**src/rtl/mips_pkg.sv**
```systemverilog
// Shared MIPS pipeline definitions: ALU op-codes and the E-stage control bundle
// with its bubble value.
package mips_pkg;

    typedef enum logic [2:0] {
        ALU_AND = 3'b000,
        ALU_OR  = 3'b001,
        ALU_ADD = 3'b010,
        ALU_SUB = 3'b110,
        ALU_SLT = 3'b111
    } alu_op_e;

    typedef struct packed {
        logic    reg_write;
        logic    mem_to_reg;
        logic    mem_write;
        logic    alu_src;
        logic    reg_dst;
        alu_op_e alu_op;
    } ctrl_t;

    localparam ctrl_t CTRL_BUBBLE = '{
        reg_write:  1'b0,
        mem_to_reg: 1'b0,
        mem_write:  1'b0,
        alu_src:    1'b0,
        reg_dst:    1'b0,
        alu_op:     ALU_AND
    };

endpackage

```
**src/rtl/hazard_detect.sv**
```systemverilog
// Load-use hazard detection and fetch/decode stall generation for the ID/EX stage.
module hazard_detect #(
    parameter int REG_AW = 5
) (
    input  logic              reset,
    input  logic              MemtoRegE,
    input  logic              ValidE,
    input  logic [REG_AW-1:0] RtE,
    input  logic [REG_AW-1:0] RsD,
    input  logic [REG_AW-1:0] RtD,
    input  logic              HoldE,
    output logic              lwstall,
    output logic              StallF,
    output logic              StallD
);

    // ValidE keeps a bubble's zeroed RtE from matching register 0 in decode.
    assign lwstall = MemtoRegE & ValidE & ((RtE == RsD) | (RtE == RtD));

    always_comb begin
        StallF = 1'b0;
        StallD = 1'b0;
        if (!reset) begin
            StallF = lwstall | HoldE;
            StallD = lwstall | HoldE;
        end
    end

endmodule

```
**src/rtl/id_ex_stage.sv**
```systemverilog
// ID/EX pipeline register with load-use bubble insertion, flush and hold.
// Optional bubble/hold counters are built when STALL_CNT_EN is defined.
module id_ex_stage
    import mips_pkg::*;
#(
    parameter int DATA_W = 32,
    parameter int REG_AW = 5
) (
    input  logic              clk,
    input  logic              reset,
    input  logic              RegWriteD,
    input  logic              MemtoRegD,
    input  logic              MemWriteD,
    input  logic              ALUSrcD,
    input  logic              RegDstD,
    input  logic              BranchD,
    input  logic [2:0]        ALUControlD,
    input  logic [DATA_W-1:0] RD1D,
    input  logic [DATA_W-1:0] RD2D,
    input  logic [DATA_W-1:0] SignImmD,
    input  logic [REG_AW-1:0] RsD,
    input  logic [REG_AW-1:0] RtD,
    input  logic [REG_AW-1:0] RdD,
    input  logic              FlushE,
    input  logic              HoldE,
    output logic              RegWriteE,
    output logic              MemtoRegE,
    output logic              MemWriteE,
    output logic              ALUSrcE,
    output logic              RegDstE,
    output logic              ValidE,
    output logic [2:0]        ALUControlE,
    output logic [DATA_W-1:0] RD1E,
    output logic [DATA_W-1:0] RD2E,
    output logic [DATA_W-1:0] SignImmE,
    output logic [REG_AW-1:0] RsE,
    output logic [REG_AW-1:0] RtE,
    output logic [REG_AW-1:0] RdE,
    output logic [REG_AW-1:0] WriteRegE,
    output logic              StallF,
    output logic              StallD
`ifdef STALL_CNT_EN
    ,
    output logic [31:0]       BubbleCnt,
    output logic [31:0]       HoldCnt
`endif
);

    ctrl_t             ctrl_e;
    logic              valid_e;
    logic [DATA_W-1:0] rd1_e, rd2_e, imm_e;
    logic [REG_AW-1:0] rs_e, rt_e, rd_e;
    logic              lwstall;
    logic              load_bubble;
    // Branch resolution happens elsewhere; the bit plays no part in stalling.
    logic              unused_branch;

    assign unused_branch = BranchD;
    assign load_bubble   = ~HoldE & (FlushE | lwstall);

    hazard_detect #(.REG_AW(REG_AW)) u_hazard (
        .reset     (reset),
        .MemtoRegE (ctrl_e.mem_to_reg),
        .ValidE    (valid_e),
        .RtE       (rt_e),
        .RsD       (RsD),
        .RtD       (RtD),
        .HoldE     (HoldE),
        .lwstall   (lwstall),
        .StallF    (StallF),
        .StallD    (StallD)
    );

    always_ff @(posedge clk or posedge reset) begin
        if (reset) begin
            ctrl_e  <= CTRL_BUBBLE;
            valid_e <= 1'b0;
            rd1_e   <= '0;
            rd2_e   <= '0;
            imm_e   <= '0;
            rs_e    <= '0;
            rt_e    <= '0;
            rd_e    <= '0;
        end else if (!HoldE) begin
            if (load_bubble) begin
                ctrl_e  <= CTRL_BUBBLE;
                valid_e <= 1'b0;
                rd1_e   <= '0;
                rd2_e   <= '0;
                imm_e   <= '0;
                rs_e    <= '0;
                rt_e    <= '0;
                rd_e    <= '0;
            end else begin
                ctrl_e  <= '{reg_write:  RegWriteD,
                             mem_to_reg: MemtoRegD,
                             mem_write:  MemWriteD,
                             alu_src:    ALUSrcD,
                             reg_dst:    RegDstD,
                             alu_op:     alu_op_e'(ALUControlD)};
                valid_e <= 1'b1;
                rd1_e   <= RD1D;
                rd2_e   <= RD2D;
                imm_e   <= SignImmD;
                rs_e    <= RsD;
                rt_e    <= RtD;
                rd_e    <= RdD;
            end
        end
    end

`ifdef STALL_CNT_EN
    always_ff @(posedge clk or posedge reset) begin
        if (reset) begin
            BubbleCnt <= '0;
            HoldCnt   <= '0;
        end else begin
            if (load_bubble && BubbleCnt != '1)
                BubbleCnt <= BubbleCnt + 32'd1;
            if (HoldE && HoldCnt != '1)
                HoldCnt <= HoldCnt + 32'd1;
        end
    end
`endif

    assign RegWriteE   = ctrl_e.reg_write;
    assign MemtoRegE   = ctrl_e.mem_to_reg;
    assign MemWriteE   = ctrl_e.mem_write;
    assign ALUSrcE     = ctrl_e.alu_src;
    assign RegDstE     = ctrl_e.reg_dst;
    assign ALUControlE = ctrl_e.alu_op;
    assign ValidE      = valid_e;
    assign RD1E        = rd1_e;
    assign RD2E        = rd2_e;
    assign SignImmE    = imm_e;
    assign RsE         = rs_e;
    assign RtE         = rt_e;
    assign RdE         = rd_e;
    assign WriteRegE   = ctrl_e.reg_dst ? rd_e : rt_e;

endmodule

```
**config.mk**
```make
export PLATFORM = sky130hd
export DESIGN_NAME = id_ex_stage
export DESIGN_NICKNAME = d
export VERILOG_FILES = /design/src/rtl/mips_pkg.sv /design/src/rtl/hazard_detect.sv /design/src/rtl/id_ex_stage.sv
export SDC_FILE = /design/constraint.sdc
export NUM_CORES = 1
export LEC_CHECK = 0
export ABC_AREA = 1
export CORE_MARGIN = 2
export CORE_UTILIZATION = 45
export DETAILED_ROUTE_END_ITERATION = 8
export HOLD_SLACK_MARGIN = 0.05
export PLACE_DENSITY = 0.86
export SLEW_MARGIN = 20
export SYNTH_ARGS = -nofsm -noshare
export SYNTH_HDL_FRONTEND = slang
export SYNTH_SLANG_ARGS = --single-unit
```
**constraint.sdc**
```tcl
create_clock -name clk -period 9.3 [get_ports clk]
set_input_delay 1.86 -clock clk [delete_from_list [all_inputs] [get_ports clk]]
set_output_delay 1.86 -clock clk [all_outputs]
set_load 0.01 [all_outputs]
```
[Yosys cells after proc, flatten, opt, wreduce, memory -nomap -nowiden]
Cells that the tools add are included.
Operators by class
  multiplexer cells: 10
  equality and inequality tests: 2
  bitwise logic cells: 7
Operators by type and width (number)
  two-way mux 32 bit: 3
  two-way mux 5 bit: 4
  == test 5 bit: 2
  two-way mux 8 bit: 1
  AND 1 bit: 3
  OR 1 bit: 3
  two-way mux 1 bit: 2
  inverter 1 bit: 1
Storage, ports and cells
  logic and storage cells: 32
  bits in registers: 120
  input bits: 124
  output and inout bits: 127

[Longest topological paths before layout]
Gate-level depths: netlist of run 1.
  depth after elaboration: 6
  depth in mapped cells: 11
  gate-level depth less buffers: 9

[Modules after synthesis]
A second synthesis of run 1 with hierarchy kept.
Second synthesis, totals
  cell total of the unflattened synthesis: 590
  area, all modules: 5729.2 µm²
By module, submodules not included
  id_ex_stage: seq. area each 3002.9 µm², instances 1, cells an instance 538, area each 5510.3 µm²
  hazard_detect: seq. area each 0.0 µm², instances 1, cells an instance 52, area each 219.0 µm²

[Worst setup path before layout of run 1]
OpenSTA, ideal clock, no wires.
  kind: in2out
  start point: input port RsD[4]
  end point: output port StallF
  setup slack: 4.572 ns
  buffers on the path: 2
  required time: 7.440 ns
  arrival: 2.868 ns
  stages: 10
  cells stage by stage: inv_1 > nand2_1 > nand2_1 > nor2_1 > nand3_1 > nand2_1 > nand2_2 > buf_2 > a21oi_1 > buf_4
Between the ends
  word-level cells in the longest chain between the ends: 5
Ends and longest elaborated chain
  from (decl): line id_ex_stage.sv:21  | input logic [REG_AW-1:0] RsD,
  == test 5 bit: line hazard_detect.sv:18  | assign lwstall = MemtoRegE & ValidE & ((RtE == RsD) | (RtE == RtD));
  OR 1 bit: line hazard_detect.sv:18
  AND 1 bit: line hazard_detect.sv:18
  OR 1 bit
  two-way mux 1 bit
  to (decl): line id_ex_stage.sv:40  | output logic StallF,
No other way between the ends.

[Worst setup path after layout of run 1]
  start point: input port RsD[4]
  end point: output port StallD
Between the ends
  word-level cells in the longest chain between the ends: 5
Ends and longest elaborated chain
  == test 5 bit: line hazard_detect.sv:18
  OR 1 bit: line hazard_detect.sv:18
  AND 1 bit: line hazard_detect.sv:18
  OR 1 bit: line hazard_detect.sv:25  | StallD = lwstall | HoldE;
  two-way mux 1 bit: line hazard_detect.sv:23  | if (!reset) begin
  to (decl): line id_ex_stage.sv:41  | output logic StallD
No other way between the ends.

==> results.yml, run 1 <==
run_status:
  status: "complete, no violations"
worst_setup_path:
  crit_arrival_ns: 4.47
  cp-start-kind: "input pin"
  worstSetupPathType: "in -> out"
  crit_fanout: 121
  cp_slowest_stage_delay_ns: 0.58
  critical_path_required_ns: 7.44
  endpoint_kind: "primary output"
  crit_top_cell: "nand2_1"
  crit_slowest_cell: "clkdlybuf4s50_1"
  worst-path-buf-inv: 3
  cp_cell_sequence: "clkdlybuf4s50_1 -> inv_1 -> nand2_1 -> nand2_1 -> nor2_1 -> nand3_1 -> nand2_1 -> nand2_8 -> a21oi_1 -> clkdlybuf4s50_1"
  path_delay_family: "buffers and inverters"
synth:
  netlist_top_cells_count: "nand2_1 (270), dfrtp_1 (120), nand3_2 (90), nand3_1 (31), clkbuf_1 (15)"
  ys_top_cells_by_area: "dfrtp_1 (55%), nand2_1 (18%), nand3_2 (16%), nand3_1 (2.8%), buf_8 (2.7%)"
  syn_inst: 585
  synth_nets: 709
  synth_top_area_share_pct: 54.6
  syn_area_um2: 5500
  yosysMostFrequentCell: "nand2_1"
  synthArstFlopShare_pct: 100
  syn_avg_cell_area_um2: 9.41
  ys.flop_type: "dfrtp_1"
  synth_top_area_cell: "dfrtp_1"
  yosys_warnings: 0
  seq_area_frac_synth_pct: 54.6
  yosysUniqueCellTypes: 17
  ys_ff_latch: 120
  synth-edff-count: 0
timing:
  slew-limit-headroom_pct: 27.5
  finalClockSkew_ns: 0.00692
  worst_slew_pin_slew_ns: 1.09
  setup_slack_ns: 2.97
  holdWs_ns: 0.476
  fmax_mhz: 158
  hold_viol_final: 0
  period_minus_slack_ns: 6.33
  setup_violations: 0
  drv_slew: 0
  fin_tns_setup_ns: 0
  period_share_pct: 68.0
  rsz0062_at_grt: "no"
flow_run:
  max_cap_violations: 0
floorplanning:
  coreArea_um2: 12000
  die_h_um: 115
  initial_core_util_pct: 46.0
  pin_count: 251
  die_w_um: 115
  std_cell_rows: 40
  dieArea_um2: 13100
detailed_routing:
  drcViolationCount: 0
  finalWirelength_mm: 15.5
  routedWlPerCell_um: 15.9
  drtIter0Drc: 301
  viasPerCell: 4.99
  ant_nets: 0
  vias: 4865
  dr.pass1.iters: 4
clocking:
  cts_sinks: 120
  cts.clk_slew.worst_paths_ns: 0.06
  cts_tree: "done"
  cts_resized: 0
  cts_hold_buffers: 0
  clk_latency_ns: 0.41
  clk_path_buf_depth: 2
  numCtsBuffers: 17
  post_cts_buffers: 0
  root_buffer: "clkbuf_16"
  cts_max_level: 4
cells_and_area:
  num-nets-final: 939
  fin_cells: 975
  num_antenna_cells: 0
  drive_gt1_share_pct: 15.9
  syn_to_final_growth_pct: 54.7
grt:
  grt_pass1_wl_mm: 24.4
  antenna_found_initial: 0
  track_usage_pct: 23.7
  first_global_vias: 4954
  grt_max_degree: 122
  grt-ovfl-total: 0
placement:
  dp_slack_ns: 2.93
  routabilityCongestion: 0.840
  port_buffers: 249
  placed_cells: 943
  dpl.hpwl_mm: 10.5
hold_path:
  hp-class: "reg -> reg"
pwr:
  power_density_nw_per_um2: 175
  leakagePower_nw: 4.06
  ir_drop_uv: 94.7
  power_w: 0.00149
placed cells by master (no fill, tap or decap), drive strengths merged:
cell type / instances
nand2: 271
bufinv: 2
clkinvlp: 1
nor2: 7
a21oi: 1
xnor2: 2
o21ai: 5
buf: 5
clkdlybuf4s50: 248
clkinv: 7
dfrtp: 120
inv: 15
nand3: 121
clkbuf: 23
cell families (layout without fill, tap and decap cells):
kind of cell              count (synthesis)  count (layout)  share of synthesized area (%)
and+or+nand+nor                         399             399                           38.2
DFF                                     120             120                           54.6
buffers and inverters                    58             301                           6.39
AOI/OAI and AO/OA                         6               6                          0.545
xor gates and xnor gates                  2               2                          0.318
registers in the layout, indices dropped and copies added, names as in the netlist:
name         flops
ALUSrcE          1
RdE              5
MemWriteE        1
MemtoRegE        1
ALUControlE      3
RD1E            32
RsE              5
RegDstE          1
ValidE           1
RD2E            32
RegWriteE        1
RtE              5
SignImmE        32
per-layer routing:
metal / wire (um) / vias to the layer above / part of all wire (%) / GRT usage [%]
met1: 6420 / 2319 / 42 / 29.5
met4: 369 / 0 / 2.4 / 9.59
met3: 1320 / 30 / 8.6 / 8.21
met2: 7350 / 208 / 48 / 37.9
met5: 0 / - / 0 / 0
li1: - / 2308 / - / -
worst paths after layout:
path / startpoint / end / slack, ns / cells past startpoint
worst max-delay path: RsD[4] / StallD / 2.97 / 10
worst min-delay path: RD1E[22] / RD1E[22] / 0.48 / 2
worst max register to register: RtE[4] / RD1E[11] / 7.17 / 9
worst min register to register: RD1E[22] / RD1E[22] / 0.48 / 2
max in group asynchronous: reset / RD1E[2] / 6.06 / 3
min in group asynchronous: reset / SignImmE[6] / 1.95 / 2
stage by stage:
step	cell area, um2	utilization, %
after floorplan	5500	-
after global placement	7940	66.4
after detailed placement	7940	66.4
after CTS	8520	71.2
after global routing	8520	71.2
final	8520	71.2
worst register-to-register path, stage by stage (launching register included):
cell and delay [ns]:
dfrtp_1 0.44, inv_2 0.06, nand2_1 0.06, nand2_1 0.07
nor2_1 0.11, nand3_1 0.10, nand2_1 0.17, nand2_8 0.46
nand3_2 0.47, nand2_1 0.08
power breakdown:
part / switching [W] / leakage, nW / internal, W
Clock: 0.000223 / 0.286 / 0.000412
Sequential: 0.0000272 / 1.56 / 0.000563
Combinational: 0.000116 / 2.22 / 0.000146
layout make-up:
class                           count  area [um2]
Clock buffer                       23         478
Clock inverter                      9        97.6
Fill cell                         881        3450
Inverter                           16        62.6
Multi-Input combinational cell    407        2170
Sequential cell                   120        3000
Tap cell                          147         184
Timing Repair Buffer              253        2520
No activity file was read; power rests on OpenSTA's default activity.
==> run 2, diff against run 1 <==
--- a/config.mk
+++ b/config.mk
@@ -7,10 +7,10 @@
 export LEC_CHECK = 0
 export ABC_AREA = 1
 export CORE_MARGIN = 2
-export CORE_UTILIZATION = 45
+export CORE_UTILIZATION = 42
 export DETAILED_ROUTE_END_ITERATION = 8
 export HOLD_SLACK_MARGIN = 0.05
-export PLACE_DENSITY = 0.86
+export PLACE_DENSITY = 0.81
 export SLEW_MARGIN = 20
 export SYNTH_ARGS = -nofsm -noshare
 export SYNTH_HDL_FRONTEND = slang
==> constraint.sdc (replaced) <==
create_clock -name clk -period 6.6 [get_ports clk]
set_input_delay 1.32 -clock clk [delete_from_list [all_inputs] [get_ports clk]]
set_output_delay 1.32 -clock clk [all_outputs]
set_load 0.01 [all_outputs]
==> run 2 against run 1 <==
  * Global-route usage decreased by 0.65 points
  * Flip-flop and latch count unchanged
  * Clock power increased by 27%
  * Non-clock buffer count increased by 1
  * First-iteration DRC count increased by 12%
  * Highest routed layer unchanged
  * Critical path type unchanged
  * Setup slack got worse by 1.5 ns
  * Routed wire length increased by 3.0%
==> results.yml, run 2 (synthesis gave the netlist of run 1 again) <==
run_status:
  status: "complete, no violations"
worst_setup_path:
  worstSetupPathType: "in -> out"
  crit_end: "StallD"
  crit_top_cell: "nand2_1"
  crit_slowest_cell: "clkdlybuf4s50_1"
  crit_arrival_ns: 3.81
  cp-start-kind: "input pin"
  worstReg2RegEnd: "RtE[3]"
  ff2ff_setup_slack_ns: 4.05
  cp_slowest_stage_delay_ns: 0.59
  critical_path_required_ns: 5.28
  endpoint_kind: "primary output"
  reg2reg_depth: 10
  critPathLaunch: "RsD[4]"
  cp_cell_sequence: "clkdlybuf4s50_1 -> inv_1 -> nand2_1 -> nand2_1 -> nor2_1 -> nand3_1 -> nand2_1 -> nand2_8 -> a21oi_1 -> clkdlybuf4s50_1"
  reg2reg_from: "RtE[4]"
  crit_fanout: 66
cells_and_area:
  design_area_um2: 8500
  final_common_cell: "nand2_1"
  drive_gt1_share_pct: 15.5
  final_cell_mix: "nand2_1 (270), clkdlybuf4s50_1 (248), dfrtp_1 (120)"
  num-nets-final: 940
  fin_cells: 998
  nFillCells: 1026
  syn_to_final_growth_pct: 54.4
  num_antenna_cells: 0
timing:
  finalClockSkew_ns: 0.00989
  rsz0062_at_grt: "no"
  period_minus_slack_ns: 5.13
  setup_violations: 0
  hold_viol_final: 0
  worst_slew_pin_slew_ns: 1.00
  fin_tns_setup_ns: 0
  drv_slew: 0
  fmax_mhz: 195
  period_share_pct: 77.7
  slew-limit-headroom_pct: 33.1
  setup_slack_ns: 1.47
floorplanning:
  std_cell_rows: 41
  die_h_um: 118
  pin_count: 251
  die_w_um: 118
  coreArea_um2: 12700
  dieArea_um2: 14000
  initial_core_util_pct: 43.3
placement:
  routabilityCongestion: 0.869
  dp_slack_ns: 1.51
  port_buffers: 249
  dpl.hpwl_mm: 11.1
  placed_cells: 969
  dpl_cell_area_um2: 7980
detailed_routing:
  vias: 4905
  viasPerCell: 4.91
  ant_nets: 0
  routedWlPerCell_um: 16.0
  drtIter0Drc: 336
  finalWirelength_mm: 15.9
  dr.pass1.iters: 4
  drcViolationCount: 0
clocking:
  clk_path_buf_depth: 2
  root_buffer: "clkbuf_16"
  cts.clk_slew.worst_paths_ns: 0.05
  cts_max_level: 4
  numCtsBuffers: 17
  cts_tree: "done"
  clk_latency_ns: 0.40
  cts_sinks: 120
  cts_hold_buffers: 0
  cts_resized: 0
  post_cts_buffers: 0
grt:
  antenna_found_initial: 0
  track_usage_pct: 23.1
  grt_pass1_wl_mm: 25.9
  first_global_vias: 5002
  grt-ovfl-total: 0
  grt_max_degree: 71
flow_run:
  max_cap_violations: 0
pwr:
  ir_drop_uv: 198
  power_density_nw_per_um2: 236
  leakagePower_nw: 4.03
  power_w: 0.00201
hold_path:
  hp-class: "reg -> reg"
## run 2: through the flow
step / util [%] / hold slack (ns)
after floorplan: - / 0.514
after global placement: 62.7 / 0.461
after detailed placement: 62.7 / 0.465
after CTS: 66.8 / 0.479
after global routing: 66.8 / 0.489
final: 66.8 / 0.475
## run 2: final cells by class
type	instances	area [um2]	share of cell area, %
Clock buffer	26	499	5.88
Inverter	16	62.6	0.736
Timing Repair Buffer	254	2530	29.7
Clock inverter	3	17.5	0.206
Multi-Input combinational cell	407	2170	25.6
Sequential cell	120	3000	35.3
Tap cell	172	215	2.53
## run 2: power breakdown
part	total, W	switching (W)	internal (W)
Sequential	0.000832	0.0000377	0.000794
Combinational	0.000370	0.000165	0.000205
Clock	0.000807	0.000296	0.000511
## run 2: metal layers
layer  routed length [um]  vias up  global-route usage (%)  part of all wire [%]
met3                 1320       29                    7.67                   8.3
met1                 6310     2363                    27.7                    40
met4                  348        0                    8.78                   2.2
met5                    0        -                       0                     0
met2                 7950      205                    38.5                    50
li1                     -     2308                       -                     -
## run 2: worst min-delay path by stage
stage / startpoint / end / cells after the start / slack (ns)
after global routing: SignImmE[31] / SignImmE[31] / 2 / 0.49
after floorplan: SignImmE[15] / SignImmE[15] / 2 / 0.51
after detailed placement: RD2E[26] / RD2E[26] / 2 / 0.46
after global placement: MemWriteE / MemWriteE / 2 / 0.46
final: SignImmE[31] / SignImmE[31] / 2 / 0.47
after CTS: RD2E[26] / RD2E[26] / 2 / 0.48
## run 2: critical path, delay by kind of cell
kind	cells	cell delay, ns
buffers and inverters	3	1.19
AND/OR/NAND/NOR	6	0.88
AO/OA/AOI/OAI	1	0.37
